[src/rtl/data_mem_responder.sv]
// data_mem_responder
// Memory-side responder for the multicycle CPU. It accepts one load/store at a
// time, drives the word-wide synchronous Memoria port, extracts and extends
// sub-word load data, and performs read-modify-write for byte/half stores.
module data_mem_responder #(
  parameter int MEM_LAT = 2
) (
  input  logic        clock,
  input  logic        reset,
  input  logic        req_valid,
  output logic        req_ready,
  input  logic        req_wr,
  input  logic [1:0]  req_size,
  input  logic        req_signed,
  input  logic [31:0] req_addr,
  input  logic [31:0] req_wdata,
  output logic        rsp_valid,
  output logic [31:0] rsp_rdata,
  output logic        rsp_err,
  output logic [31:0] mem_addr,
  output logic        mem_wr,
  output logic [31:0] mem_wdata,
  input  logic [31:0] mem_rdata
);

  typedef enum logic [1:0] {
    IDLE  = 2'd0,
    READ  = 2'd1,
    WRITE = 2'd2,
    RESP  = 2'd3
  } state_t;

  localparam logic [1:0] SIZE_WORD = 2'b00;
  localparam logic [1:0] SIZE_HALF = 2'b01;
  localparam logic [1:0] SIZE_BYTE = 2'b10;
  localparam logic [1:0] SIZE_ILL  = 2'b11;

  // The READ down-counter starts here so the last READ cycle sees count 0.
  localparam logic [3:0] LAT_LAST = 4'(MEM_LAT - 1);

  state_t      state_q, state_d;
  logic        wr_q, wr_d;
  logic [1:0]  size_q, size_d;
  logic        signed_q, signed_d;
  logic [31:0] addr_q, addr_d;
  logic [31:0] wdata_q, wdata_d;
  logic [3:0]  cnt_q, cnt_d;
  logic [31:0] rsp_rdata_q, rsp_rdata_d;
  logic        rsp_err_q, rsp_err_d;
  logic [31:0] mem_wdata_q, mem_wdata_d;

  logic        req_err;
  logic [7:0]  lane_byte;
  logic [15:0] lane_half;
  logic [31:0] load_data;
  logic [31:0] merge_data;

  // Illegal size or a half/word access that is not naturally aligned.
  assign req_err = (req_size == SIZE_ILL) ||
                   ((req_size == SIZE_HALF) && req_addr[0]) ||
                   ((req_size == SIZE_WORD) && (req_addr[1:0] != 2'b00));

  // Lane extraction/extension for loads and lane replacement for RMW stores.
  always_comb begin
    lane_byte  = mem_rdata[7:0];
    lane_half  = addr_q[1] ? mem_rdata[31:16] : mem_rdata[15:0];
    load_data  = mem_rdata;
    merge_data = mem_rdata;
    case (addr_q[1:0])
      2'd0:    lane_byte = mem_rdata[7:0];
      2'd1:    lane_byte = mem_rdata[15:8];
      2'd2:    lane_byte = mem_rdata[23:16];
      default: lane_byte = mem_rdata[31:24];
    endcase
    case (size_q)
      SIZE_HALF: begin
        load_data = {{16{signed_q & lane_half[15]}}, lane_half};
        if (addr_q[1]) begin
          merge_data[31:16] = wdata_q[15:0];
        end else begin
          merge_data[15:0] = wdata_q[15:0];
        end
      end
      SIZE_BYTE: begin
        load_data = {{24{signed_q & lane_byte[7]}}, lane_byte};
        case (addr_q[1:0])
          2'd0:    merge_data[7:0]   = wdata_q[7:0];
          2'd1:    merge_data[15:8]  = wdata_q[7:0];
          2'd2:    merge_data[23:16] = wdata_q[7:0];
          default: merge_data[31:24] = wdata_q[7:0];
        endcase
      end
      default: begin
        load_data  = mem_rdata;
        merge_data = wdata_q;
      end
    endcase
  end

  // Next-state and datapath register updates for the request sequencer.
  always_comb begin
    state_d     = state_q;
    wr_d        = wr_q;
    size_d      = size_q;
    signed_d    = signed_q;
    addr_d      = addr_q;
    wdata_d     = wdata_q;
    cnt_d       = cnt_q;
    rsp_rdata_d = rsp_rdata_q;
    rsp_err_d   = rsp_err_q;
    mem_wdata_d = mem_wdata_q;
    case (state_q)
      IDLE: begin
        if (req_valid) begin
          wr_d        = req_wr;
          size_d      = req_size;
          signed_d    = req_signed;
          addr_d      = req_addr;
          wdata_d     = req_wdata;
          cnt_d       = LAT_LAST;
          rsp_rdata_d = 32'h0;
          rsp_err_d   = 1'b0;
          if (req_err) begin
            state_d   = RESP;
            rsp_err_d = 1'b1;
          end else if (req_wr && (req_size == SIZE_WORD)) begin
            state_d     = WRITE;
            mem_wdata_d = req_wdata;
          end else begin
            state_d = READ;
          end
        end
      end
      READ: begin
        if (cnt_q == 4'd0) begin
          if (wr_q) begin
            state_d     = WRITE;
            mem_wdata_d = merge_data;
          end else begin
            state_d     = RESP;
            rsp_rdata_d = load_data;
          end
        end else begin
          cnt_d = cnt_q - 4'd1;
        end
      end
      WRITE: begin
        state_d = RESP;
      end
      RESP: begin
        state_d = IDLE;
      end
      default: begin
        state_d = IDLE;
      end
    endcase
  end

  // State and datapath registers; reset aborts any access in flight.
  always_ff @(posedge clock) begin
    if (reset) begin
      state_q     <= IDLE;
      wr_q        <= 1'b0;
      size_q      <= SIZE_WORD;
      signed_q    <= 1'b0;
      addr_q      <= 32'h0;
      wdata_q     <= 32'h0;
      cnt_q       <= 4'd0;
      rsp_rdata_q <= 32'h0;
      rsp_err_q   <= 1'b0;
      mem_wdata_q <= 32'h0;
    end else begin
      state_q     <= state_d;
      wr_q        <= wr_d;
      size_q      <= size_d;
      signed_q    <= signed_d;
      addr_q      <= addr_d;
      wdata_q     <= wdata_d;
      cnt_q       <= cnt_d;
      rsp_rdata_q <= rsp_rdata_d;
      rsp_err_q   <= rsp_err_d;
      mem_wdata_q <= mem_wdata_d;
    end
  end

  assign req_ready = (state_q == IDLE);
  assign rsp_valid = (state_q == RESP);
  assign rsp_rdata = (state_q == RESP) ? rsp_rdata_q : 32'h0;
  assign rsp_err   = (state_q == RESP) ? rsp_err_q : 1'b0;
  assign mem_wr    = (state_q == WRITE);
  assign mem_addr  = {addr_q[31:2], 2'b00};
  assign mem_wdata = mem_wdata_q;

endmodule

[config.mk]
export PLATFORM = sky130hd
export DESIGN_NAME = data_mem_responder
export DESIGN_NICKNAME = d
export VERILOG_FILES = /design/src/rtl/data_mem_responder.sv
export SDC_FILE = /design/constraint.sdc
export NUM_CORES = 1
export LEC_CHECK = 0
export BUFFER_PORTS_ARGS = -buffer_cell sky130_fd_sc_hd__buf_4
export CAP_MARGIN = 40
export CORE_ASPECT_RATIO = 0.7
export CORE_MARGIN = 2
export CORE_UTILIZATION = 25
export DETAILED_ROUTE_END_ITERATION = 8
export PLACE_DENSITY = 0.55
export SLEW_MARGIN = 20
export SYNTH_ARGS = -nofsm -noshare
export SYNTH_HDL_FRONTEND = slang
export SYNTH_SLANG_ARGS = --single-unit
[constraint.sdc]
create_clock -name clock -period 4.7 [get_ports clock]
set_input_delay 0.94 -clock clock [delete_from_list [all_inputs] [get_ports clock]]
set_output_delay 0.94 -clock clock [all_outputs]
set_load 0.01 [all_outputs]
Word level (Yosys, flattened, before mapping) --
Cells that the tools add are included.
Word-level totals: output and inout bits 100, input bits 103, logic and storage cells 78, flip-flop bits (word level) 139
Cells by class: multiplexer cells 32, add/subtract/negate cells 1, reductions and logical operators 17, bitwise operators 2, eq/ne operators 16
Operators by type and width (number):
- 32-bit two-way mux | 9
- 32-bit one-hot mux with 2 select lines | 4
- 16-bit two-way mux | 3
- 8-bit two-way mux | 4
- 8-bit one-hot mux with 3 select lines | 1
- 2-bit != test, second input constant | 6
- 2-bit equality test, second input constant | 5
- 2-bit by 1-bit equality test with 1-bit output, second input constant | 4
- 2-bit two-way mux | 4
- 4-bit two-way mux | 2
- 2-bit one-hot mux with 4 select lines | 1
- 4-bit one-hot mux with 2 select lines | 1
- 2-bit logical NOT | 3
- 6-bit AND reduction | 1
- 4-bit logical NOT | 1
- 2-bit AND reduction | 2
- 4-bit AND reduction | 1
- 2-bit nonzero test | 2
- 4-bit by 1-bit subtractor with 4-bit output, second input constant | 1
- 1-bit logical AND | 3
- 1-bit two-way mux | 3
- 3-bit AND reduction | 1
- 3-bit OR reduction | 1
- 1-bit AND | 2
- other kinds (2) | 3

Longest topological paths before layout --
depth in word-level cells 7, mapped depth 9, mapped depth without buffers 7

Least setup slack after synthesis --
No wires, ideal clock.
path type input-to-reg, start point input port req_size[0], end point register mem_wdata_q[29] (netlist: mem_wdata[29]), stages 6, library setup time 146 ps, path slack 2590 ps, arrival 1964 ps, buffers on the path 1, cell sequence nor3b_2 > nand3_1 > a22o_1 > buf_2 > a21oi_1 > a211oi_2
Between the ends: word-level cells in the longest chain between the ends 6
RTL lines:
- start, declared | RTL line 13 | input logic [1:0] req_size,
- 2-bit by 1-bit equality test with 1-bit output | RTL line 60 | ((req_size == SIZE_HALF) && req_addr[0]) ||
- 1-bit logical AND | RTL line 60
- 1-bit logical OR | RTL line 59 | assign req_err = (req_size == SIZE_ILL) ||
- 1-bit logical OR | RTL line 60
- 2-bit != test (no line)
- 6-bit AND reduction (no line) *
- end signal, assigned | RTL line 182 | mem_wdata_q <= mem_wdata_d;
- end, declared | RTL line 50 | logic [31:0] mem_wdata_q, mem_wdata_d;
Every way passes the cells marked *; elsewhere a longest branch is shown, timed or not. A chain may end at the register's enable or synchronous reset.

Worst setup path after layout --
start point register state_q[1], end point register rsp_rdata_q[6]
Between the ends: word-level cells in the longest chain between the ends 3
RTL lines:
- start, declared | RTL line 41 | state_t state_q, state_d;
- start signal, assigned | RTL line 173 | state_q <= state_d;
- 2-bit by 1-bit equality test with 1-bit output / 2-bit logical NOT (equally long branches) | RTL line 112 | case (state_q)
- 2-bit != test (no line) / 2-bit nonzero test (equally long branches)
- 4-bit AND reduction (no line)
- end signal, assigned | RTL line 180 | rsp_rdata_q <= rsp_rdata_d;
- end, declared | RTL line 48 | logic [31:0] rsp_rdata_q, rsp_rdata_d;
Parallel ways exist; a longest one is shown, timed or not.

==> impl_metrics.ini <==
[clocking]
cts_root_buf = clkbuf_16
cts_buffers = 17
cts.repair.resized = 0
clock_path_buffers = 2
post-cts-setup-buffers = 0
insertion_delay_ps = 430
htree_num_levels = 4
hold_buffers = 0
tritoncts = yes
clkTransAtPathRegs_ps = 60
cts_sinks = 139

[floorplanning]
row_count = 52
dieArea_um2 = 30460
die-height_um = 146.6
io_pins = 203
coreArea_um2 = 28760
start_util = 0.2526
die_x_um = 207.7

[worst_setup_path]
end_kind = register
cp.arrival_ps = 3350
cp_cell_sequence = inv_1 -> ha_1 -> buf_4 -> nand4bb_4 -> nor4_4 -> buf_4 -> nand2b_1 -> a311oi_1 -> a221o_1
path_max_fanout = 22
cpMaxStageDelayCell = ha_1
crit_type = reg -> reg
crit_top_cell = buf_4
path_delay_family = buffers and inverters
required_ps = 5070
max_stage_delay_ps = 620
path_buf_inv = 3
start_kind = register

[cells_and_area]
diodes = 0
area_growth_pct = 29.92
layout.cells.non_filler = 1431
stdcell_area_um2 = 9438
drive_above_1_share = 0.2745
final_nets = 1151

[detailed_routing]
initialDrtViolationCount = 545
antenna_left = 0
dr.pass1.iters = 5
vias = 7016
wl_um = 26070
viasPerCell = 4.903
drt-wirelength-per-cell_um = 18.22
drc = 0

[pwr]
finalPower_mw = 4.959
leakage_nw = 3.817
irDropWorstVdd_uv = 287.5
power_density_nw_per_um2 = 525.4

[placement]
gp_congestion = 0.8557
place_area_um2 = 8843
place_hpwl_um = 19030
portBuffers = 200
dp.cells = 1398

[sta]
layout_min_cycle_time_ps = 2975
fmax_mhz = 336.2
maxSlewViolCount = 0
slew-limit-headroom = 0.4402
post-route-period-util = 0.6329
setup_viol = 0
worst_pin_slew_ps = 839.6
skew_ps = 9.565
fin_setup_tns_ps = 0
whs_ps = 443.5
rsz0062_at_grt = no
hold_viol = 0

[synthesis]
synth_area_leaders = dfxtp_1 38%, nand2_1 10%, a21oi_1 7.9%
ys_ff_latch = 139
synth.distinct_cells = 50
synth.top_cell.area_share = 0.3831
synth_edf_count = 0
yosysSeqAreaShare = 0.3831
synth_area_um2 = 7264
yosysWarnings = 0
yosys.area.top_type = dfxtp_1
synthArstFlopShare = 0
syn_inst = 907
syn_avg_cell_area_um2 = 8.009
ys.flop_type = dfxtp_1

[global_routing]
gr-total-overflow = 0
grt_start_max_net_pins = 69
antenna_found_initial = 1
grtUsageTotal = 0.1690
grt_pass1_wl_um = 39610
grt_pass1_vias = 6454

[worst_hold_path]
hold_class = reg -> reg

[flow_run]
cap_violations = 0

[run_status]
status = finished clean
-- metal layers --
| metal | routed length [µm] | GRT usage |
|---|---|---|
| met5 | 12 | 0 |
| met4 | 244 | 0.03830 |
| met3 | 2167 | 0.04496 |
| met2 | 10600 | 0.2308 |
| met1 | 13040 | 0.2591 |
-- tightest hold or removal path: stages, from the launching register on --
cell     delay (ps)
dfxtp_1         320
nand2_1          40
o21ai_0          50
-- placed cells by master (no fill, tap or decap), drive strengths merged, types with 7 or more instances in the layout --
cell type,n
mux2,16
nor2b,19
a31oi,9
buf,214
ha,8
o221ai,8
a32o,16
inv,18
a311oi,7
and2,36
a221o,31
nand2b,27
clkinv,7
a21oi,117
and3b,8
dfxtp,139
clkbuf,21
a21o,11
nand2,196
nand3,22
mux2i,9
a211oi,17
nor2,34
o21ai,37
-- Yosys cell counts (all sizes together) (2+ instances only) --
| cell type | count |
|---|---|
| o221ai | 8 |
| and2 | 36 |
| and3b | 8 |
| o22ai | 2 |
| mux2 | 16 |
| clkbuf | 45 |
| nand3 | 22 |
| nand2 | 196 |
| dfxtp | 139 |
| a22o | 2 |
| a21oi | 117 |
| a32o | 16 |
| inv | 17 |
| nor2 | 34 |
| a221o | 31 |
| o21ai | 37 |
| a31oi | 9 |
| nor3b | 2 |
| buf | 56 |
| a211oi | 17 |
| nor2b | 19 |
| ha | 8 |
| a311oi | 7 |
| nand2b | 27 |
| xor2 | 2 |
| mux2i | 9 |
| nor3 | 3 |
| a21o | 11 |
-- registers in the layout, indices dropped and copies added, names as in the netlist --
| name | flops |
|---|---|
| addr_q | 32 |
| cnt_q | 4 |
| mem_wdata | 32 |
| rsp_err_q | 1 |
| rsp_rdata_q | 32 |
| signed_q | 1 |
| size_q | 2 |
| state_q | 2 |
| wdata_q | 32 |
| wr_q | 1 |
-- where the power goes --
group / leakage, nW / internal [mW] / total (mW) / switching (mW)
combinational: 2.39 / 0.785 / 1.95 / 1.17
sequential: 1.13 / 1.44 / 1.65 / 0.205
clock: 0.287 / 0.808 / 1.36 / 0.551
-- metrics by stage --
| step | util | setup slack, ps |
|---|---|---|
| finish | 0.3282 | 1725 |
| CTS | 0.3277 | 1757 |
| global route | 0.3282 | 1465 |
| global placement | 0.3053 | 1819 |
| floorplan | - | 2590 |
| detailed placement | 0.3075 | 1779 |
-- cell type report --
class | instances | area (µm²)
Timing Repair Buffer | 214 | 1649
Multi-Input combinational cell | 651 | 3890
Inverter | 17 | 63.81
Fill cell | 3103 | 19320
Tap cell | 378 | 473.0
Clock buffer | 21 | 460.4
Clock inverter | 11 | 118.9
Sequential cell | 139 | 2783
-- worst paths after layout --
| check | slack, ps | to | cells past startpoint | startpoint |
|---|---|---|---|---|
| setup / recovery | 1730 | rsp_rdata_q[6] | 9 | state_q[1] |
| hold / removal | 440 | rsp_rdata_q[21] | 2 | rsp_rdata_q[21] |
| setup reg to reg | 1730 | rsp_rdata_q[6] | 9 | state_q[1] |
| hold reg to reg | 440 | rsp_rdata_q[21] | 2 | rsp_rdata_q[21] |
-- cells by family after synthesis --
group                    after synthesis  synth area share
AO/OA/AOI/OAI                        263            0.2475
XOR/XNOR                               2          0.002412
adder cells (fa/ha/maj)                8           0.01378
buffers and inverters                118           0.08285
flip-flops                           139            0.3831
multiplexers                          25           0.03720
other                                  1         0.0005162
AND/OR/NAND/NOR                      351            0.2327
No activity file was read; power rests on OpenSTA's default activity.
